--- src/rtl/alu_scan_pkg.sv ---
// Shared types for the ALU scan test sequencer.
// Holds the sequencer state encoding and the ALU op code values.
package alu_scan_pkg;

    typedef enum logic [2:0] {
        S_IDLE,
        S_SHIFT_IN,
        S_CAPTURE,
        S_SHIFT_OUT,
        S_DONE
    } state_t;

    localparam logic [1:0] OP_ADD = 2'b00;
    localparam logic [1:0] OP_SUB = 2'b01;
    localparam logic [1:0] OP_AND = 2'b10;
    localparam logic [1:0] OP_OR  = 2'b11;

endpackage

--- src/rtl/scan_shift_reg.sv ---
// Parallel-load / serial-shift register, shifting towards the MSB.
// A load takes priority over a shift in the same cycle.
module scan_shift_reg #(
    parameter int WIDTH = 4
) (
    input  logic             i_clk,
    input  logic             i_rst,
    input  logic             i_load,
    input  logic [WIDTH-1:0] i_load_val,
    input  logic             i_shift,
    input  logic             i_ser_in,
    output logic [WIDTH-1:0] o_q
);

    logic [WIDTH-1:0] r_q;

    always_ff @(posedge i_clk) begin
        if (i_rst) begin
            r_q <= '0;
        end else if (i_load) begin
            r_q <= i_load_val;
        end else if (i_shift) begin
            r_q <= {r_q[WIDTH-2:0], i_ser_in};
        end
    end

    assign o_q = r_q;

endmodule

--- src/rtl/alu_scan_ctrl.sv ---
// Scan test sequencer: shift stimulus in, capture one ALU cycle,
// shift the response out and compare it against the expected value.
module alu_scan_ctrl
    import alu_scan_pkg::*;
#(
    parameter int CHAIN_LEN = 4
) (
    input  logic                 i_clk,
    input  logic                 i_rst,
    input  logic                 i_start,
    input  logic                 i_abort,
    input  logic [CHAIN_LEN-1:0] i_pattern_in,
    input  logic [CHAIN_LEN-1:0] i_expected,
    input  logic [1:0]           i_op_sel,
    input  logic                 i_scan_out_dut,
    output logic                 o_scan_en,
    output logic                 o_scan_in,
    output logic [1:0]           o_op_code,
    output logic                 o_busy,
    output logic                 o_done,
    output logic                 o_pass,
    output logic [CHAIN_LEN-1:0] o_captured
);

    localparam int CNT_W = $clog2(CHAIN_LEN + 1);
    localparam logic [CNT_W-1:0] CNT_LAST = CNT_W'(CHAIN_LEN - 1);

    state_t               r_state;
    logic [CNT_W-1:0]     r_cnt;
    logic [CHAIN_LEN-1:0] r_expected;
    logic                 r_scan_en;
    logic [1:0]           r_op_code;
    logic                 r_busy;
    logic                 r_done;
    logic                 r_pass;

    logic                 w_accept;
    logic                 w_abort;
    logic                 w_cnt_last;
    logic                 w_stim_load;
    logic [CHAIN_LEN-1:0] w_stim_val;
    logic                 w_stim_shift;
    logic                 w_resp_shift;
    logic [CHAIN_LEN-1:0] w_stim;
    logic [CHAIN_LEN-2:0] w_stim_unused;
    logic [CHAIN_LEN-1:0] w_captured;
    logic [CHAIN_LEN-1:0] w_resp_next;

    assign w_accept     = (r_state == S_IDLE) && i_start && !i_abort;
    assign w_abort      = i_abort && (r_state != S_IDLE);
    assign w_cnt_last   = (r_cnt == CNT_LAST);
    assign w_stim_load  = w_accept || w_abort;
    assign w_stim_val   = w_accept ? i_pattern_in : '0;
    assign w_stim_shift = (r_state == S_SHIFT_IN);
    assign w_resp_shift = (r_state == S_SHIFT_OUT) && !i_abort;
    assign w_resp_next  = {w_captured[CHAIN_LEN-2:0], i_scan_out_dut};

    // Stimulus MSB is scan_in; zero fill leaves it low after the shift.
    scan_shift_reg #(
        .WIDTH(CHAIN_LEN)
    ) u_stim (
        .i_clk     (i_clk),
        .i_rst     (i_rst),
        .i_load    (w_stim_load),
        .i_load_val(w_stim_val),
        .i_shift   (w_stim_shift),
        .i_ser_in  (1'b0),
        .o_q       (w_stim)
    );

    scan_shift_reg #(
        .WIDTH(CHAIN_LEN)
    ) u_resp (
        .i_clk     (i_clk),
        .i_rst     (i_rst),
        .i_load    (1'b0),
        .i_load_val('0),
        .i_shift   (w_resp_shift),
        .i_ser_in  (i_scan_out_dut),
        .o_q       (w_captured)
    );

    assign w_stim_unused = w_stim[CHAIN_LEN-2:0];

    always_ff @(posedge i_clk) begin
        if (i_rst) begin
            r_state    <= S_IDLE;
            r_cnt      <= '0;
            r_expected <= '0;
            r_scan_en  <= 1'b0;
            r_op_code  <= 2'b00;
            r_busy     <= 1'b0;
            r_done     <= 1'b0;
            r_pass     <= 1'b0;
        end else if (w_abort) begin
            r_state   <= S_IDLE;
            r_cnt     <= '0;
            r_scan_en <= 1'b0;
            r_busy    <= 1'b0;
            r_done    <= 1'b0;
            r_pass    <= 1'b0;
        end else begin
            r_done <= 1'b0;
            unique case (r_state)
                S_IDLE: begin
                    if (w_accept) begin
                        r_state    <= S_SHIFT_IN;
                        r_cnt      <= '0;
                        r_scan_en  <= 1'b1;
                        r_busy     <= 1'b1;
                        r_pass     <= 1'b0;
                        r_op_code  <= i_op_sel;
                        r_expected <= i_expected;
                    end
                end
                S_SHIFT_IN: begin
                    if (w_cnt_last) begin
                        r_state   <= S_CAPTURE;
                        r_cnt     <= '0;
                        r_scan_en <= 1'b0;
                    end else begin
                        r_cnt <= r_cnt + CNT_W'(1);
                    end
                end
                S_CAPTURE: begin
                    r_state   <= S_SHIFT_OUT;
                    r_cnt     <= '0;
                    r_scan_en <= 1'b1;
                end
                S_SHIFT_OUT: begin
                    if (w_cnt_last) begin
                        // Compare against the value completing on this edge.
                        r_state   <= S_DONE;
                        r_cnt     <= '0;
                        r_scan_en <= 1'b0;
                        r_done    <= 1'b1;
                        r_pass    <= (w_resp_next == r_expected);
                    end else begin
                        r_cnt <= r_cnt + CNT_W'(1);
                    end
                end
                S_DONE: begin
                    r_state <= S_IDLE;
                    r_cnt   <= '0;
                    r_busy  <= 1'b0;
                end
                default: begin
                    r_state <= S_IDLE;
                end
            endcase
        end
    end

    assign o_scan_en  = r_scan_en;
    assign o_scan_in  = w_stim[CHAIN_LEN-1];
    assign o_op_code  = r_op_code;
    assign o_busy     = r_busy;
    assign o_done     = r_done;
    assign o_pass     = r_pass;
    assign o_captured = w_captured;

endmodule
--- config.mk ---
export PLATFORM = sky130hd
export DESIGN_NAME = alu_scan_ctrl
export DESIGN_NICKNAME = d
export VERILOG_FILES = /design/src/rtl/alu_scan_pkg.sv /design/src/rtl/scan_shift_reg.sv /design/src/rtl/alu_scan_ctrl.sv
export SDC_FILE = /design/constraint.sdc
export NUM_CORES = 1
export LEC_CHECK = 0
export BUFFER_PORTS_ARGS = -buffer_cell sky130_fd_sc_hd__buf_2
export CAP_MARGIN = 20
export CORE_ASPECT_RATIO = 1.4
export CORE_MARGIN = 2
export CORE_UTILIZATION = 52
export CTS_CLUSTER_SIZE = 28
export DETAILED_ROUTE_END_ITERATION = 6
export PLACE_DENSITY = 0.75
export SLEW_MARGIN = 20
export SYNTH_ARGS = -nofsm -noshare
export SYNTH_HDL_FRONTEND = slang
export SYNTH_SLANG_ARGS = --single-unit
export TNS_END_PERCENT = 30
--- constraint.sdc ---
create_clock -name i_clk -period 1.8 [get_ports i_clk]
set_clock_uncertainty 0.05 [all_clocks]
set_input_delay 0.18 -clock i_clk [delete_from_list [all_inputs] [get_ports i_clk]]
set_output_delay 0.18 -clock i_clk [all_outputs]
set_load 0.005 [all_outputs]
# ---- Word level (Yosys, flattened, before mapping)
# Index checks and enable logic that the tools add are counted.
dict set report totals {
  ff_bits 24
  in_bits 15
  output_inout_bits 11
}
dict set report classes {
  n_addsub 1
  n_eq_ne 10
  n_mux 18
  n_bitwise 2
  n_reduce_logical 23
}
# operator count
set op_table {}
lappend op_table {{two-way mux 3 bit} 5}
lappend op_table {{two-way mux 4 bit} 3}
lappend op_table {{one-hot mux 3 bit (4 select lines)} 1}
lappend op_table {{AND reduction 3 bit} 4}
lappend op_table {{equality test 3 x 2 -> 1 bit, second input constant} 3}
lappend op_table {{one-hot mux 3 bit (3 select lines)} 1}
lappend op_table {{nonzero test 3 bit} 3}
lappend op_table {{!= test 2 bit, second input constant} 3}
lappend op_table {{nonzero test 2 bit} 3}
lappend op_table {{OR reduction 2 bit} 3}
lappend op_table {{two-way mux 1 bit} 5}
lappend op_table {{equality test 4 bit} 1}
lappend op_table {{logical AND 1 bit} 4}
lappend op_table {{one-hot mux 1 bit (2 select lines)} 2}
lappend op_table {{AND reduction 2 bit} 2}
lappend op_table {{adder 3 x 1 -> 3 bit, second input constant} 1}
lappend op_table {{equality test 3 x 1 -> 1 bit, second input constant} 1}
lappend op_table {{equality test 3 bit, second input constant} 1}
lappend op_table {{logical NOT 3 bit} 1}
lappend op_table {{one-hot mux 1 bit (3 select lines)} 1}
lappend op_table {{OR reduction 3 bit} 1}
lappend op_table {{!= test 2 x 1 -> 1 bit, second input constant} 1}
lappend op_table {{NOT 1 bit} 2}
lappend op_table {{logical NOT 1 bit} 1}
lappend op_table {{logical OR 1 bit} 1}

# ---- Depth between registers and ports, before layout
# Gate-level depths: netlist of run 1.
dict set report depth {
  ltp_word 5
  depth_mapped 6
}

# ---- Hierarchy
# Synthesis of run 1 repeated with hierarchy kept, for this count alone.
dict set report hier_totals {
  cells_unflattened 136
  area_unflattened_um2 1192.4
}
# module n_inst cells_per_inst area_per_inst_um2
set by_module_without_submodules {}
lappend by_module_without_submodules {alu_scan_ctrl 1 100 812.0}
lappend by_module_without_submodules {scan_shift_reg 2 18 190.2}

# ---- Worst setup path after synthesis of run 1
# Ideal clock, no wire load.
dict set report synth_timing {
  kind {register -> register}
  from {reg r_state[0]}
  to {reg r_busy, in the netlist o_busy}
  t_arrival_ns 1.255
  required_ns 1.671
  setup_slack_ns 0.416
  path_stages_with_launch 7
  path_buffers 2
  cell_sequence {dfxtp_1 buf_6 or3_4 nand2_4 nand2b_4 buf_6 a211oi_2}
}
dict set report synth_via {
  elab_chain_len 5
}
# element line
set synth_lines {}
lappend synth_lines {{start, declared} alu_scan_ctrl.sv:28} ;# state_t r_state;
lappend synth_lines {{start signal, assigned} alu_scan_ctrl.sv:87} ;# r_state <= S_IDLE;
lappend synth_lines {{start signal, assigned} alu_scan_ctrl.sv:96} ;# r_state <= S_IDLE;
lappend synth_lines {{start signal, assigned} alu_scan_ctrl.sv:107} ;# r_state <= S_SHIFT_IN;
lappend synth_lines {{logical NOT 3 bit} {alu_scan_ctrl.sv:49, alu_scan_ctrl.sv:104}}
lappend synth_lines {{logical AND 1 bit (2 in a row)} alu_scan_ctrl.sv:49} ;# assign w_accept = (r_state == S_IDLE) && i_start && !i_abort;
lappend synth_lines {{!= test 2 bit (no source line)} n/a}
lappend synth_lines {{AND reduction 2 bit (no source line)} n/a}
lappend synth_lines {{end signal, assigned} alu_scan_ctrl.sv:92} ;# r_busy <= 1'b0;
lappend synth_lines {{end signal, assigned} alu_scan_ctrl.sv:99} ;# r_busy <= 1'b0;
lappend synth_lines {{end signal, assigned} alu_scan_ctrl.sv:110} ;# r_busy <= 1'b1;
lappend synth_lines {{end, declared} alu_scan_ctrl.sv:33} ;# logic r_busy;
# Parallel ways exist; a longest one is shown, timed or not.
# A chain may end at the register's enable or synchronous reset.

# ---- Final worst setup path of run 1
dict set report layout_timing {
  from {reg r_state[1]}
  to {reg r_pass, in the netlist o_pass}
}
dict set report layout_via {
  elab_chain_len 5
}
# element line
set layout_lines {}
lappend layout_lines {{logical NOT 3 bit} {alu_scan_ctrl.sv:49, alu_scan_ctrl.sv:104}}
lappend layout_lines {{logical AND 1 bit (2 in a row)} alu_scan_ctrl.sv:49}
lappend layout_lines {{!= test 2 bit (no source line)} n/a}
lappend layout_lines {{AND reduction 3 bit (no source line)} n/a}
lappend layout_lines {{end signal, assigned} alu_scan_ctrl.sv:137} ;# r_pass <= (w_resp_next == r_expected);
lappend layout_lines {{end, declared} alu_scan_ctrl.sv:35} ;# logic r_pass;
# Parallel ways exist; a longest one is shown, timed or not.

==> impl_metrics.csv, run 1 <==
group,metric,value,unit
placed_design,place_congestion,0.8112,
yosys,synth_top_area_cell,"dfxtp_1",
min_path,worstHoldStart,"i_expected[2]",
worst_setup_path,r2r-end,"o_pass",
worst_setup_path,timing.critical_path.max_delay_family,"simple AND/OR/NAND/NOR gates",
clock_tree,clock-root-buffer,"clkbuf_4",
timing,setup_violations,0,
yosys,ys_seq_elements,24,
timing,finalMaxSlewViolations,0,
die,start_util,54.30,%
yosys,ys_dominant_reg_cell,"dfxtp_1",
yosys,netlist_area,1169,um2
detailed_routing,drtPass1Iterations,4,
yosys,synth_cell_types,38,
worst_setup_path,path_buf_inv,0,
detailed_routing,drc,0,
cells_and_area,syn2layout_area_growth,14.88,%
yosys,yosys_warnings,0,
clock_tree,clk_path_buf_depth,2,
power,p_total,1.110,mW
worst_setup_path,critPathRequiredTime,1990,ps
yosys,ys_seq_area_share,41.11,%
die,dieWidth,44.07,um
cells_and_area,drive_gt1_share,29.68,%
detailed_routing,antenna_left,0,
die,placementRows,20,
cells_and_area,antennaDiodeCount,0,
timing,final_hold_viol_count,0,
grt,grt_pass1_vias,935,
status,outcome,"finished clean",
timing,timing.final.crit_share,84.25,%
yosys,syn_area_per_cell,8.921,um2
yosys,yosys.cell_count.top_type,"dfxtp_1",
worst_setup_path,crit_path_end_kind,"flip-flop",
yosys,syn_inst,131,
worst_setup_path,critPathSlowestCell,"dfxtp_1",
die,die_height,60.09,um
yosys,synth_nets,147,
clock_tree,cts_tree,"done",
timing,timing.fmax,0.6594,GHz
yosys,ys_top_cells_by_count,"24 x dfxtp_1, 18 x nand2_1, 15 x a21oi_1, 15 x nor2_1, 6 x o21ai_0",
flow_run,cap_violations,0,
grt,grt_max_degree,16,
worst_setup_path,critPathCapture,"o_pass",
power,p_leak,0.5664,nW
die,io_pins,26,
worst_setup_path,startpoint,"r_state[1]",
power,ir_worst_vdd,0.6895,mV
clock_tree,htree_levels,1,
min_path,min_path_type,"in -> reg",
timing,setup_slack,283.4,ps
worst_setup_path,cp_cell_sequence,"nand3b_1 > or3b_1 > nand3_1 > a21oi_1",
placed_design,pre_cts_slack,308.4,ps
yosys,synth_enable_flop_cells,0,
clock_tree,ctsResizeCount,0,
power,p_per_area,826.9,nW/um2
detailed_routing,vias,978,
cells_and_area,nFillCells,192,
detailed_routing,avgRoutedWirePerCell,12.68,um
grt,grt-ovfl-total,0,
timing,rsz0062_at_grt,"false",
worst_setup_path,cp.arrival,1700,ps
clock_tree,cts.sinks,24,
worst_setup_path,crit_path_start_kind,"flip-flop",
worst_setup_path,worstPathMaxFanout,9,
worst_setup_path,max_stage_delay,540,ps
worst_setup_path,cp.depth,4,
grt,grtUsageTotal,19.37,%
die,die-area,2648,um2
timing,slew_headroom,69.79,%
placed_design,dpl.hpwl,1.709,mm
grt,grt_first_pass_wirelength,3.808,mm
cells_and_area,finalNetCount,172,
clock_tree,clk_latency,330,ps
min_path,whs_path_depth,3,
worst_setup_path,r2r_cells,4,
timing,tightest_slew,449.3,ps
clock_tree,cts_buffers,3,
placed_design,io_buffers,25,
clock_tree,holdBufCountCts,0,
timing,setup_tns,0,ps
worst_setup_path,critPathKind,"reg -> reg",
yosys,synth_area_leaders,"dfxtp_1 41%, a21oi_1 6.4%, nand2_1 5.8%, nor2_1 4.8%, xor2_1 3.0%",
detailed_routing,viasPerCell,5.525,
timing,min_period,1517,ps
worst_setup_path,reg2reg_slack,280,ps
clock_tree,cts_setup_buffers,0,
yosys,netlist.area_leader.share,41.11,%
detailed_routing,first_iter_violations,27,
die,core-area,2152,um2
yosys,async_flop_share,0,%
detailed_routing,wirelength,2.244,mm
clock_tree,path_clk_slew,140,ps
worst_setup_path,timing.rr.start,"r_state[1]",
grt,antenna_found_initial,0,
[flip-flops by register name, summed over array words and instances (netlist names)]
register    cells
o_busy          1
o_done          1
o_op_code       2
o_pass          1
o_scan_en       1
r_cnt           3
r_expected      4
r_state         3
u_resp.o_q      4
u_stim.o_q      4
[stage by stage]
| stage | hold WS (ps) | std cells | util, % | instance area (um2) |
|---|---|---|---|---|
| 2_1_floorplan | 194.6 | 131 | - | 1169 |
| 3_3_place_gp | 371.7 | 173 | 59.94 | 1290 |
| 3_5_place_dp | 376.3 | 173 | 59.94 | 1290 |
| 4_1_cts | 20.03 | 177 | 62.38 | 1343 |
| 5_1_grt | 40.60 | 177 | 62.38 | 1343 |
| 6_report | 20.58 | 177 | 62.38 | 1343 |
[routing by layer]
metal  GRT usage [%]  vias up  share of wire (%)
li1                -      503                  -
met1           21.93      448                 44
met2           34.87       23                 51
met3           1.813        4                3.1
met4           10.39        0                1.6
met5               0        -                  0
[area by class of cell]
type | instances | area, um2 | area share (%)
sequential | 24 | 480.5 | 35.79
clock buffer | 3 | 22.52 | 1.678
timing repair buffer | 27 | 140.1 | 10.44
multi-input combinational | 98 | 634.4 | 47.25
tap | 22 | 27.53 | 2.050
inverter | 2 | 7.507 | 0.5592
clock inverter | 1 | 30.03 | 2.237
[worst min-delay path by stage]
| stage | end | slack [ps] |
|---|---|---|
| final | r_expected[2] | 20 |
| after global routing | r_expected[0] | 40 |
| after CTS | r_expected[2] | 20 |
| after detailed placement | o_op_code[0] | 380 |
| after global placement | o_op_code[1] | 370 |
| after floorplan | u_stim.o_q[3] | 190 |
[power by group]
group,total [mW],switching (mW),internal (mW)
Sequential,0.571,0.0171,0.553
Combinational,0.146,0.0792,0.0668
Clock,0.394,0.168,0.225
[cell usage in the layout, fill, tap and decap left out, types with 2 or more instances in the layout]
cell type / instances
a22oi_1: 3
a211oi_1: 2
nor3_1: 2
clkbuf_4: 3
a211oi_2: 2
inv_1: 2
nor3_2: 3
a21oi_1: 15
nand2b_1: 2
nor2b_1: 2
xor2_1: 4
nand3_1: 2
dfxtp_1: 24
o21ai_0: 6
nand2_1: 18
a22o_1: 2
buf_2: 25
nor2_1: 15
a21oi_2: 2
buf_4: 2
[logic make-up after synthesis]
kind of cell	count (synthesis)	share of synthesized area, %
and+or+nand+nor	54	26.12
AOI/OAI and AO/OA	37	22.48
DFF	24	41.11
buffers and inverters	9	4.604
xor gates and xnor gates	5	3.747
muxes	1	0.8566
adders and majority gates	1	1.070
[worst min-delay path, cell delays in order]
cell	delay (ps)
buf_2	90
nand2_1	40
a21oi_1	50
(Power assumes the default switching activity.)
==> run 2, diff against run 1 <==
- clock period: 1.8 -> 1.47 ns (I/O delays scaled with it)
==> run 2 against run 1 <==
Critical path depth did not move. Non-clock buffer count rose by 11. Clock-buffer cell count unchanged. Combinational power up 43%. Wire length rose by 9.6%. Highest routed layer unchanged. Sequential power up 22%. Largest cell class unchanged. Largest power group unchanged.
==> impl_metrics.csv, run 2 (synthesis gave the netlist of run 1 again) <==
group,metric,value,unit
status,outcome,"finished clean",
flow_run,cap_violations,0,
cells_and_area,multi_input_area,643.1,um2
placed_design,dpl.hpwl,1.836,mm
placed_design,pre_cts_slack,-25.18,ps
placed_design,io_buffers,25,
power,p_leak,0.6239,nW
cells_and_area,stdcell_count,188,
worst_setup_path,max_stage_delay,390,ps
timing,rsz0062_at_grt,"true",
cells_and_area,finalNetCount,183,
power,p_per_area,948.5,nW/um2
die,die_height,60.09,um
worst_setup_path,r2r-end,"u_stim.o_q[3]",
grt,grt_pass1_vias,1011,
min_path,worstHoldStart,"i_op_sel[1]",
clock_tree,cts_setup_buffers,0,
timing,slew_headroom,56.24,%
detailed_routing,first_iter_violations,20,
timing,setup_violations,0,
timing,finalMaxSlewViolations,0,
timing,timing.final.crit_share,95.44,%
clock_tree,cts.sinks,24,
timing,setup_tns,0,ps
die,placementRows,20,
cells_and_area,layout_common_cells,"25 x buf_2, 21 x dfxtp_1, 18 x nand2_1, 15 x nor2_1, 14 x a21oi_1",
min_path,min_path_type,"in -> reg",
detailed_routing,drc,0,
detailed_routing,avgRoutedWirePerCell,13.08,um
detailed_routing,viasPerCell,5.495,
clock_tree,clk_latency,330,ps
worst_setup_path,cp.arrival,1570,ps
clock_tree,htree_levels,1,
detailed_routing,wirelength,2.459,mm
worst_setup_path,r2r_cells,4,
die,io_pins,26,
worst_setup_path,cp.depth,4,
min_path,hold_end,"o_op_code[1]",
cells_and_area,ff_latch_area,486.7,um2
worst_setup_path,cp_cell_sequence,"or2_4 > o32a_1 > nor2_1 > a211oi_2",
timing,setup_slack,67.06,ps
worst_setup_path,worstPathMaxFanout,8,
min_path,whs_path_depth,3,
cells_and_area,syn2layout_area_growth,25.38,%
worst_setup_path,critPathRequiredTime,1640,ps
worst_setup_path,reg2reg_slack,70,ps
die,start_util,54.30,%
die,die-area,2648,um2
placed_design,place_congestion,0.8253,
grt,grt_max_degree,16,
grt,grt-ovfl-total,0,
power,p_total,1.390,mW
cells_and_area,nFillCells,178,
die,dieWidth,44.07,um
timing,min_period,1403,ps
cells_and_area,final_common_cell,"buf_2",
clock_tree,clk_path_buf_depth,2,
timing,timing.fmax,0.7128,GHz
timing,holdWs,15.68,ps
worst_setup_path,crit_path_start_kind,"flip-flop",
detailed_routing,vias,1033,
clock_tree,cts_tree,"done",
clock_tree,clock-root-buffer,"clkbuf_4",
power,ir_worst_vdd,0.6864,mV
cells_and_area,antennaDiodeCount,0,
cells_and_area,drive_gt1_share,34.34,%
timing,tightest_slew,655.0,ps
detailed_routing,drtPass1Iterations,4,
die,core-area,2152,um2
worst_setup_path,critPathSlowestCell,"dfxtp_4",
placed_design,dp.cells,179,
grt,antenna_found_initial,0,
worst_setup_path,crit_path_end_kind,"flip-flop",
placed_design,place_area,1348,um2
cells_and_area,utilization,68.08,%
grt,grt_first_pass_wirelength,4.250,mm
worst_setup_path,critPathKind,"reg -> reg",
grt,grtUsageTotal,21.59,%
worst_setup_path,timing.critical_path.max_delay_family,"compound AO/OA/AOI/OAI gates",
clock_tree,cts_buffers,3,
detailed_routing,antenna_left,0,
clock_tree,path_clk_slew,120,ps
cells_and_area,fin_area,1465,um2
worst_setup_path,path_buf_inv,0,
timing,final_hold_viol_count,0,
worst_setup_path,timing.rr.start,"r_state[0]",
-- run 2: final cells by class --
type	count	share of cell area, %
Multi-Input combinational cell	98	43.89
Sequential cell	24	33.22
Timing Repair Buffer	38	16.91
Clock inverter	1	2.050
Tap cell	22	1.879
Clock buffer	3	1.537
Inverter	2	0.5124
-- run 2: worst max-delay path by stage --
stage,endpoint,slack (ps),start
3_3_place_gp,u_stim.o_q[3],4,i_start
6_report,u_stim.o_q[3],70,r_state[0]
3_5_place_dp,u_stim.o_q[3],-30,i_start
5_1_grt,u_stim.o_q[3],-4,r_state[0]
4_1_cts,r_cnt[2],20,r_state[2]
2_1_floorplan,o_busy,90,r_state[0]
-- run 2: per-layer routing --
layer  track usage (%)  share of wire (%)  wire, um  vias up
met1             23.05                 40       983      491
met5                 0                  0         0        -
met2             40.97                 56      1373       16
li1                  -                  -         -      521
met4             10.39                2.0        48        0
met3             2.115                2.2        53        5
-- run 2: worst reg2reg max path, stage by stage, from the launching register on --
cell and delay [ps]:
dfxtp_4 390, or2_4 270, o32a_1 390, nor2_1 140, a211oi_2 60
-- run 2: repair_timing --
action,4_1_cts,5_1_grt
pin swaps,0,0
hold endpoints to repair,5,0
gates resized for setup,2,4
endpoints found under the setup margin,2,7
hold buffers,5,0
-- run 2: power breakdown --
group	switching, mW	leakage (nW)	internal [mW]
sequential	0.0201	0.197	0.677
combinational	0.106	0.399	0.103
clock	0.207	0.0279	0.276
total	0.333	0.624	1.06
